$ cat src/rtl/uart_rx_fifo_if.sv
// Receive-side handshake bundle between uart_rx_fifo and its consumer.
//   rx_data   FIFO head data word (0 while rx_valid is low)
//   rx_ferr   head word had a low stop bit
//   rx_perr   head word failed its parity check
//   rx_valid  FIFO holds at least one word
//   rx_ready  consumer takes the head word this cycle
// master = receiver side, slave = consumer side.
interface uart_rx_fifo_if #(
    parameter int DATA_BITS = 8
);
    logic [DATA_BITS-1:0] rx_data;
    logic                 rx_ferr;
    logic                 rx_perr;
    logic                 rx_valid;
    logic                 rx_ready;

    modport master (
        output rx_data, rx_ferr, rx_perr, rx_valid,
        input  rx_ready
    );

    modport slave (
        input  rx_data, rx_ferr, rx_perr, rx_valid,
        output rx_ready
    );
endinterface

$ cat src/rtl/uart_rx_fifo.sv
// Parametrised UART receiver with 3-sample majority voting, false-start
// rejection, per-word frame/parity error tags and a first-word-fall-through
// output FIFO with a sticky overrun flag.
// Ports:
//   clk        system clock
//   rstn       asynchronous reset, active-low
//   uart_rx    serial line, idle high, asynchronous to clk
//   rx         receive handshake (data/ferr/perr/valid out, ready in)
//   overrun_o  sticky: a completed word was dropped because the FIFO was full
//   err_clr_i  synchronous clear of overrun_o (a same-cycle set wins)
//   busy_o     receiver FSM not idle
module uart_rx_fifo #(
    parameter int CLK_FREQ   = 27_000_000,
    parameter int BAUD_RATE  = 115200,
    parameter int DATA_BITS  = 8,
    parameter int PARITY     = 0,
    parameter int STOP_BITS  = 1,
    parameter int FIFO_DEPTH = 4
) (
    input  logic              clk,
    input  logic              rstn,
    input  logic              uart_rx,
    uart_rx_fifo_if.master    rx,
    output logic              overrun_o,
    input  logic              err_clr_i,
    output logic              busy_o
);
    localparam int BAUD_CLK = CLK_FREQ / BAUD_RATE;
    localparam int MID      = BAUD_CLK / 2;
    localparam int CW       = $clog2(BAUD_CLK);
    localparam int IW       = $clog2(DATA_BITS + 1);
    localparam int AW       = $clog2(FIFO_DEPTH);
    localparam int EW       = DATA_BITS + 2;

    typedef enum logic [2:0] {IDLE, START, DATA, PAR, STOP} state_t;

    state_t               state, state_n;
    logic                 sync1, sync2, edge_q;
    logic                 start_edge;
    logic [CW-1:0]        cnt;
    logic [1:0]           smp;
    logic                 voted;
    logic                 at_m1, at_mid, decide, wrap;
    logic [IW-1:0]        bit_idx;
    logic [0:0]           stop_idx;
    logic                 last_stop;
    logic [DATA_BITS-1:0] shreg;
    logic                 par_exp;
    logic                 perr_q, ferr_q;
    logic                 push;
    logic [EW-1:0]        word;

    logic [EW-1:0]        mem [FIFO_DEPTH];
    logic [AW:0]          wr_ptr, rd_ptr;
    logic                 empty, full, pop, wr_en;
    logic [EW-1:0]        head;

    // Two-flop synchroniser plus one edge flop; all idle high out of reset.
    always_ff @(posedge clk or negedge rstn) begin
        if (!rstn) begin
            sync1  <= 1'b1;
            sync2  <= 1'b1;
            edge_q <= 1'b1;
        end else begin
            sync1  <= uart_rx;
            sync2  <= sync1;
            edge_q <= sync2;
        end
    end

    assign start_edge = edge_q & ~sync2;

    assign at_m1  = (cnt == CW'(MID - 1));
    assign at_mid = (cnt == CW'(MID));
    assign decide = (cnt == CW'(MID + 1));
    assign wrap   = (cnt == CW'(BAUD_CLK - 1));

    // Third sample is the live synchroniser output at the decision count.
    assign voted = (smp[0] & smp[1]) | (smp[0] & sync2) | (smp[1] & sync2);

    assign par_exp   = (PARITY == 1) ? ~(^shreg) : (^shreg);
    assign last_stop = (stop_idx == 1'(STOP_BITS - 1));
    assign word      = {perr_q, ferr_q | ~voted, shreg};

    always_ff @(posedge clk or negedge rstn) begin
        if (!rstn) state <= IDLE;
        else       state <= state_n;
    end

    always_comb begin
        state_n = state;
        push    = 1'b0;
        case (state)
            IDLE:  if (start_edge) state_n = START;
            START: begin
                if (decide && voted) state_n = IDLE;
                else if (wrap)       state_n = DATA;
            end
            DATA:  if (wrap && bit_idx == IW'(DATA_BITS))
                       state_n = (PARITY != 0) ? PAR : STOP;
            PAR:   if (wrap) state_n = STOP;
            // Leave at the decision point of the last stop bit so that a
            // start bit following immediately is not missed.
            STOP:  if (decide && last_stop) begin
                       push    = 1'b1;
                       state_n = IDLE;
                   end
            default: state_n = IDLE;
        endcase
    end

    assign busy_o = (state != IDLE);

    always_ff @(posedge clk or negedge rstn) begin
        if (!rstn) begin
            cnt      <= '0;
            smp      <= '0;
            bit_idx  <= '0;
            stop_idx <= '0;
            shreg    <= '0;
            perr_q   <= 1'b0;
            ferr_q   <= 1'b0;
        end else begin
            if (state == IDLE || state_n == IDLE) cnt <= '0;
            else if (wrap)                        cnt <= '0;
            else                                  cnt <= cnt + 1'b1;

            if (at_m1)  smp[0] <= sync2;
            if (at_mid) smp[1] <= sync2;

            case (state)
                IDLE: begin
                    bit_idx  <= '0;
                    stop_idx <= '0;
                    perr_q   <= 1'b0;
                    ferr_q   <= 1'b0;
                end
                DATA: if (decide) begin
                    shreg   <= {voted, shreg[DATA_BITS-1:1]};
                    bit_idx <= bit_idx + 1'b1;
                end
                PAR: if (decide) perr_q <= (voted != par_exp);
                STOP: if (decide) begin
                    if (!voted) ferr_q <= 1'b1;
                    stop_idx <= stop_idx + 1'b1;
                end
                default: ;
            endcase
        end
    end

    // Output FIFO: extra pointer MSB distinguishes full from empty.
    assign empty = (wr_ptr == rd_ptr);
    assign full  = (wr_ptr[AW] != rd_ptr[AW]) &&
                   (wr_ptr[AW-1:0] == rd_ptr[AW-1:0]);
    assign pop   = !empty && rx.rx_ready;
    assign wr_en = push && (!full || pop);

    always_ff @(posedge clk) begin
        if (wr_en) mem[wr_ptr[AW-1:0]] <= word;
    end

    always_ff @(posedge clk or negedge rstn) begin
        if (!rstn) begin
            wr_ptr    <= '0;
            rd_ptr    <= '0;
            overrun_o <= 1'b0;
        end else begin
            if (wr_en) wr_ptr <= wr_ptr + 1'b1;
            if (pop)   rd_ptr <= rd_ptr + 1'b1;
            if (push && full && !pop) overrun_o <= 1'b1;
            else if (err_clr_i)       overrun_o <= 1'b0;
        end
    end

    assign head        = mem[rd_ptr[AW-1:0]];
    assign rx.rx_valid = !empty;
    assign rx.rx_data  = empty ? '0 : head[DATA_BITS-1:0];
    assign rx.rx_ferr  = empty ? 1'b0 : head[DATA_BITS];
    assign rx.rx_perr  = empty ? 1'b0 : head[DATA_BITS+1];
endmodule
$ cat src/flat_wrapper.sv
// flat-port wrapper written by rule: the top's interface ports become plain ports
module uart_rx_fifo_flat 
#(
    parameter int CLK_FREQ   = 27_000_000,
    parameter int BAUD_RATE  = 115200,
    parameter int DATA_BITS  = 8,
    parameter int PARITY     = 0,
    parameter int STOP_BITS  = 1,
    parameter int FIFO_DEPTH = 4
)
  (clk, rstn, uart_rx, overrun_o, err_clr_i, busy_o, rx_rx_data, rx_rx_ferr, rx_rx_perr, rx_rx_valid, rx_rx_ready);
  uart_rx_fifo_if #(.DATA_BITS(DATA_BITS)) rx_i ();
  input  logic clk;
  input  logic rstn;
  input  logic uart_rx;
  output logic overrun_o;
  input  logic err_clr_i;
  output logic busy_o;
  output wire logic [$bits(rx_i.rx_data)-1:0] rx_rx_data;
  output wire logic [$bits(rx_i.rx_ferr)-1:0] rx_rx_ferr;
  output wire logic [$bits(rx_i.rx_perr)-1:0] rx_rx_perr;
  output wire logic [$bits(rx_i.rx_valid)-1:0] rx_rx_valid;
  input wire logic [$bits(rx_i.rx_ready)-1:0] rx_rx_ready;
  assign rx_rx_data = rx_i.rx_data;
  assign rx_rx_ferr = rx_i.rx_ferr;
  assign rx_rx_perr = rx_i.rx_perr;
  assign rx_rx_valid = rx_i.rx_valid;
  assign rx_i.rx_ready = rx_rx_ready;
  uart_rx_fifo #(.CLK_FREQ(CLK_FREQ), .BAUD_RATE(BAUD_RATE), .DATA_BITS(DATA_BITS), .PARITY(PARITY), .STOP_BITS(STOP_BITS), .FIFO_DEPTH(FIFO_DEPTH)) u_core (.clk(clk), .rstn(rstn), .uart_rx(uart_rx), .rx(rx_i), .overrun_o(overrun_o), .err_clr_i(err_clr_i), .busy_o(busy_o));
endmodule
$ cat config.mk
export PLATFORM = sky130hd
export DESIGN_NAME = uart_rx_fifo_flat
export DESIGN_NICKNAME = d
export VERILOG_FILES = /design/src/rtl/uart_rx_fifo_if.sv /design/src/rtl/uart_rx_fifo.sv /design/src/flat_wrapper.sv
export SDC_FILE = /design/constraint.sdc
export NUM_CORES = 1
export LEC_CHECK = 0
export ABC_CLOCK_PERIOD_IN_PS = 2340
export BUFFER_PORTS_ARGS = -buffer_cell sky130_fd_sc_hd__buf_4
export CORE_MARGIN = 2
export CORE_UTILIZATION = 52
export DETAILED_ROUTE_END_ITERATION = 7
export PLACE_DENSITY = 0.69
export SLEW_MARGIN = 20
export SYNTH_ARGS = -nofsm -noshare
export SYNTH_HDL_FRONTEND = slang
export SYNTH_SLANG_ARGS = --single-unit
$ cat constraint.sdc
create_clock -name clk -period 2.34 [get_ports clk]
set_input_delay 0.117 -clock clk [delete_from_list [all_inputs] [get_ports clk]]
set_output_delay 0.117 -clock clk [all_outputs]
set_load 0.01 [all_outputs]
* Word-level counts from Yosys, hierarchy flattened
Memory sizes are Yosys's and may differ from the RTL's.
Cells that the tools add are included.
** Operators by class
- Equal/unequal tests :: 17
- Bitwise logic cells :: 10
- Mux-type cells :: 27
- $add $sub $neg :: 5
- Reduce and logical (&&, ||, !) cells :: 26
** Operators by type and width (number)
- 8-bit by 7-bit == test with 1-bit output, second input constant :: 3
- 8-bit two-way mux :: 3
- 3-bit two-way mux :: 6
- 3-bit case mux with 5 select lines :: 1
- 1-bit two-way mux :: 12
- 8-bit by 1-bit adder with 8-bit output, second input constant :: 1
- 8-bit == test, second input constant :: 1
- 1-bit logical AND :: 8
- 4-bit case mux with 2 select lines :: 1
- 2-bit AND reduction :: 4
- 2-bit nonzero test :: 4
- 8-bit parity :: 1
- 3-bit by 1-bit adder with 3-bit output, second input constant :: 2
- 3-bit by 2-bit == test with 1-bit output, second input constant :: 2
- 3-bit logical NOT :: 2
- 2-bit by 1-bit != test with 1-bit output, second input constant :: 3
- 1-bit case mux with 2 select lines :: 3
- 4-bit by 1-bit adder with 4-bit output, second input constant :: 1
- 1-bit AND :: 4
- 4-bit == test, second input constant :: 1
- 4-bit two-way mux :: 1
- 3-bit by 1-bit == test with 1-bit output, second input constant :: 1
- 3-bit == test :: 1
- 3-bit == test, second input constant :: 1
- 10 further kinds :: 18
** Storage, ports and cells
- Output and inout port bits :: 13
- Bits of input ports :: 5
- Memories kept :: 1
- Logic and storage cells :: 101
- RAM bits :: 40
- Register bits after elaboration :: 38
** Memories
- u_core.mem :: words 4, bits a word 10, rd ports 1, clocked after memory_dff 0, wr ports 1, line uart_rx_fifo.sv:53 : logic [EW-1:0] mem [FIFO_DEPTH];

* Logic depth before layout (Yosys ltp)
- Depth after elaboration :: 9
- Gate-level depth with buffers :: 7
- Gate-level depth less buffers :: 6

* Worst setup path after synthesis
Ideal clock, no wire load.
- Path type :: flip-flop to flip-flop
- Start point :: reg u_core.state[1]
- End point :: mem u_core.mem[3][0] in the netlist's numbering (enable)
- Data required time :: 1.997 ns
- Cell stages (with the launch flop) :: 5
- Path slack :: 0.471 ns
- Path buffers :: 1
- Arrival :: 1.526 ns
- Library setup time :: 0.343 ns
- Period minus slack after synthesis :: 1.869 ns
- Path through :: dfrtp_1 -> buf_2 -> or3b_1 -> nor3_4 -> and2_1
** On the way
- Word-level cells in the longest chain between the ends :: 5
** Ends and longest elaborated chain
- start: declaration :: line uart_rx_fifo.sv:37 : state_t state, state_n;
- start signal: assignment :: line uart_rx_fifo.sv:87 : else state <= state_n;
- 3-bit == test :: line uart_rx_fifo.sv:93 : case (state)
- 1-bit two-way mux :: line uart_rx_fifo.sv:93
- 1-bit logical AND :: line uart_rx_fifo.sv:157 : assign wr_en = push && (!full || pop);
- 1-bit two-way mux :: line uart_rx_fifo.sv:160 : if (wr_en) mem[wr_ptr[AW-1:0]] <= word;
- 1-bit two-way mux (not written as such) :: line uart_rx_fifo.sv:160
- end: declaration :: line uart_rx_fifo.sv:53
No other way between the ends.

* Final worst setup path
- Start point :: reg u_core.cnt[0]
- End point :: mem u_core.mem[2][4] in the netlist's numbering (enable)
** On the way
- Word-level cells in the longest chain between the ends :: 7
** Ends and longest elaborated chain
- start: declaration :: line uart_rx_fifo.sv:40 : logic [CW-1:0] cnt;
- start signal: assignment :: line uart_rx_fifo.sv:126 : else cnt <= cnt + 1'b1;
- 8-bit by 7-bit == test with 1-bit output :: line uart_rx_fifo.sv:75 : assign decide = (cnt == CW'(MID + 1));
- 1-bit logical AND :: line uart_rx_fifo.sv:104 : STOP: if (decide && last_stop) begin
- 1-bit two-way mux :: line uart_rx_fifo.sv:104
- 1-bit two-way mux :: line uart_rx_fifo.sv:93
- 1-bit logical AND :: line uart_rx_fifo.sv:157
- 1-bit two-way mux :: line uart_rx_fifo.sv:160
- 1-bit two-way mux (not written as such) :: line uart_rx_fifo.sv:160
No other way between the ends.

==> impl_metrics.csv <==
group,metric,value,unit
timing,fmax,0.456,GHz
layout,final_cell_mix,"40 x edfxtp_1, 35 x dfrtp_1, 26 x buf_4",
drt,ant_nets,0,
yosys,syn_area,0.00359,mm²
global_routing,gr-total-overflow,0,
clocking,clock_sinks,78,
layout,drive_gt1_share,23.9,%
yosys,ys_ff_latch,78,
global_routing,grt_first_pass_wirelength,10100,µm
setup_path,timing.rr.start,"u_core.cnt[0]",
layout,antenna_cells,0,
drt,vias,2046,
layout,layout_commonest_cell,"edfxtp_1",
global_routing,grt_max_degree,39,
layout,fillers,511,
power_and_ir_drop,p_leak,1.73,nW
timing,skew,0.00885,ns
timing,setup_tns,0,ns
floorplanning,ioPinCount,18,
setup_path,reg2reg_depth,6,
setup_path,worstSetupEndpointType,"register",
timing,rsz0062_at_grt,"no",
layout,final_util,60.9,%
drt,avgViaCountPerCell,5.61,
yosys,synth-edff-count,40,
layout,regArea,0.00216,mm²
setup_path,required,2.34,ns
drt,drc_errors,0,
flow_run,cap_violations,0,
timing,fin_crit,2.19,ns
global_routing,grt_pass1_vias,2067,
floorplanning,core,0.00672,mm²
yosys,yosysSeqAreaShare,60.1,%
power_and_ir_drop,p_total,2.86,mW
timing,final_max_slew_viol_count,0,
floorplanning,dieArea,0.00758,mm²
yosys,synth.avg_cell_area,14.3,µm²
timing,tightest_slew,0.498,ns
placed_design,dpl.hpwl,4280,µm
floorplanning,num_rows,30,
floorplanning,initial_core_util,53.4,%
layout,multiInputGateArea,0.00135,mm²
timing,fin_ws,0.148,ns
yosys,ys_types,54,
worst_hold_path,whs_path_depth,3,
clocking,cts_max_path_buffers,2,
power_and_ir_drop,ir_worst_vdd,0.572,mV
setup_path,cpPeakStageDelay,0.46,ns
setup_path,path_max_fanout,10,
setup_path,crit_slowest_cell,"and2_1",
worst_hold_path,hold_path.class,"input pin to register",
clocking,cts.clk_slew.worst_paths,0.09,ns
drt,wl,6120,µm
floorplanning,die_w,87.1,µm
yosys,synthCells,251,
clocking,cts_tree,"yes",
global_routing,antenna_found_initial,0,
timing,relSlewSlack,66.7,%
floorplanning,fp.dieH,87.1,µm
drt,first_iter_violations,122,
status,status,"complete, no violations",
setup_path,r2r_end,"u_core.mem[2][4]",
placed_design,gp_congestion,0.817,
drt,drt_first_pass_iters,4,
yosys,synthArstFlopShare,48.7,%
setup_path,worstSetupPathType,"register to register",
layout,fin_area,0.00409,mm²
timing,finalHoldViolations,0,
setup_path,r2r_slack,0.15,ns
global_routing,track_usage,17.7,%
timing,timing.final.crit_share,93.7,%
setup_path,cp.arrival,2.19,ns
layout,layout.nets,296,
drt,wl_per_cell,16.8,µm
yosys,synth_flop_cell,"edfxtp_1",
placed_design,placed_area,0.00383,mm²
placed_design,io_buffers,17,
timing,setup_viol,0,
clocking,cts_inserted_buffers,9,
power_and_ir_drop,p_per_area,699,mW/mm²
worst_hold_path,min_to,"u_core.rd_ptr[2]",
worst_hold_path,hold_start,"rx_rx_ready",
clocking,clock_latency,0.35,ns
placed_design,dpl_worst_slack,0.168,ns
clocking,cts-root-buf,"clkbuf_8",
setup_path,crit_path_cell_trace,"inv_1 -> ha_1 -> and4b_1 -> nand2_1 -> nor3_4 -> and2_1",
yosys,synth_nets,267,
yosys,ys_warn_count,0,
clocking,htreeDepth,3,
layout,syn_to_final_growth,14.0,%
setup_path,start_kind,"register",
[through the flow]
stage / std cells / hold slack [ns]
CTS: 365 / 0.0733
floorplan: 251 / -0.179
global route: 365 / 0.0866
detailed placement: 346 / 0.118
finish: 365 / 0.0811
global placement: 346 / 0.116
[cell type report]
cell class                 instances  share of cell area, %
clock inverter                     7                   2.57
inverter                          10                  0.917
timing repair buffer              29                   5.50
multi-input combinational        152                   32.9
sequential                        78                   52.7
clock buffer                       9                   3.03
tap                               80                   2.45
[worst max path at each step]
stage                               start                to  slack [ns]  cells after the start
after global routing        u_core.cnt[0]  u_core.mem[2][4]       0.002                      6
after floorplan           u_core.state[1]  u_core.mem[3][0]        0.47                      4
after CTS                   u_core.cnt[0]  u_core.mem[0][8]         0.1                      6
final                       u_core.cnt[0]  u_core.mem[2][4]        0.15                      6
after detailed placement    u_core.cnt[0]  u_core.mem[0][2]        0.17                      6
after global placement      u_core.cnt[0]  u_core.mem[0][3]        0.24                      6
[worst max-delay path: cells and delay by family, from the launching register on]
| kind | cells | cell delay [ns] |
|---|---|---|
| adders and majority gates | 1 | 0.20 |
| and+or+nand+nor | 4 | 1.08 |
| buffers and inverters | 1 | 0.13 |
| DFF | 1 | 0.44 |
[synth_stat cells (5+ instances only)]
master	count	area (µm²)
nor2_1	9	33.8
nand3_1	9	45.0
xor2_1	5	43.8
inv_1	10	37.5
xnor2_1	14	123
nand2_1	9	33.8
dfrtp_1	35	876
mux4_2	10	225
edfxtp_1	40	1200
ha_1	11	138
and2_1	15	93.8
mux2_1	9	101
buf_2	5	25.0
[repair_timing]
item / 4_1_cts / 5_1_grt
hold buffers: 3 / 0
endpoints found under the hold margin: 37 / 0
setup endpoints to repair: 0 / 30
buffers inserted: 0 / 0
gates resized for setup: 0 / 3
[power by group]
group          leakage, nW  internal, mW  switching, mW
clock network        0.112         0.617          0.517
logic                0.664        0.0881          0.117
registers            0.953          1.47         0.0529
[state kept, by name, summed over array words and instances, names as in the netlist, 2 cells and up]
name and cells:
u_core.mem 40, u_core.rd_ptr 3, u_core.smp 2, u_core.wr_ptr 3, u_core.cnt 8, u_core.bit_idx 4
u_core.state 3, u_core.shreg 8
[kinds of logic after synthesis]
kind of cell               synth area share [%]
AOI/OAI and AO/OA                          4.71
xor gates and xnor gates                   5.26
adders and majority gates                  4.15
buffers and inverters                      2.58
DFF                                        60.1
muxes                                      10.0
and+or+nand+nor                            13.2
[metal layers]
metal | global-route usage, % | wire (µm) | vias to the layer above
li1 | - | - | 981
met1 | 23.0 | 2910 | 1020
met2 | 28.7 | 2980 | 38
met3 | 4.55 | 151 | 7
met4 | 6.82 | 78 | 0
met5 | 0 | 0 | -
Note: power is estimated with default switching activity, not from simulation.
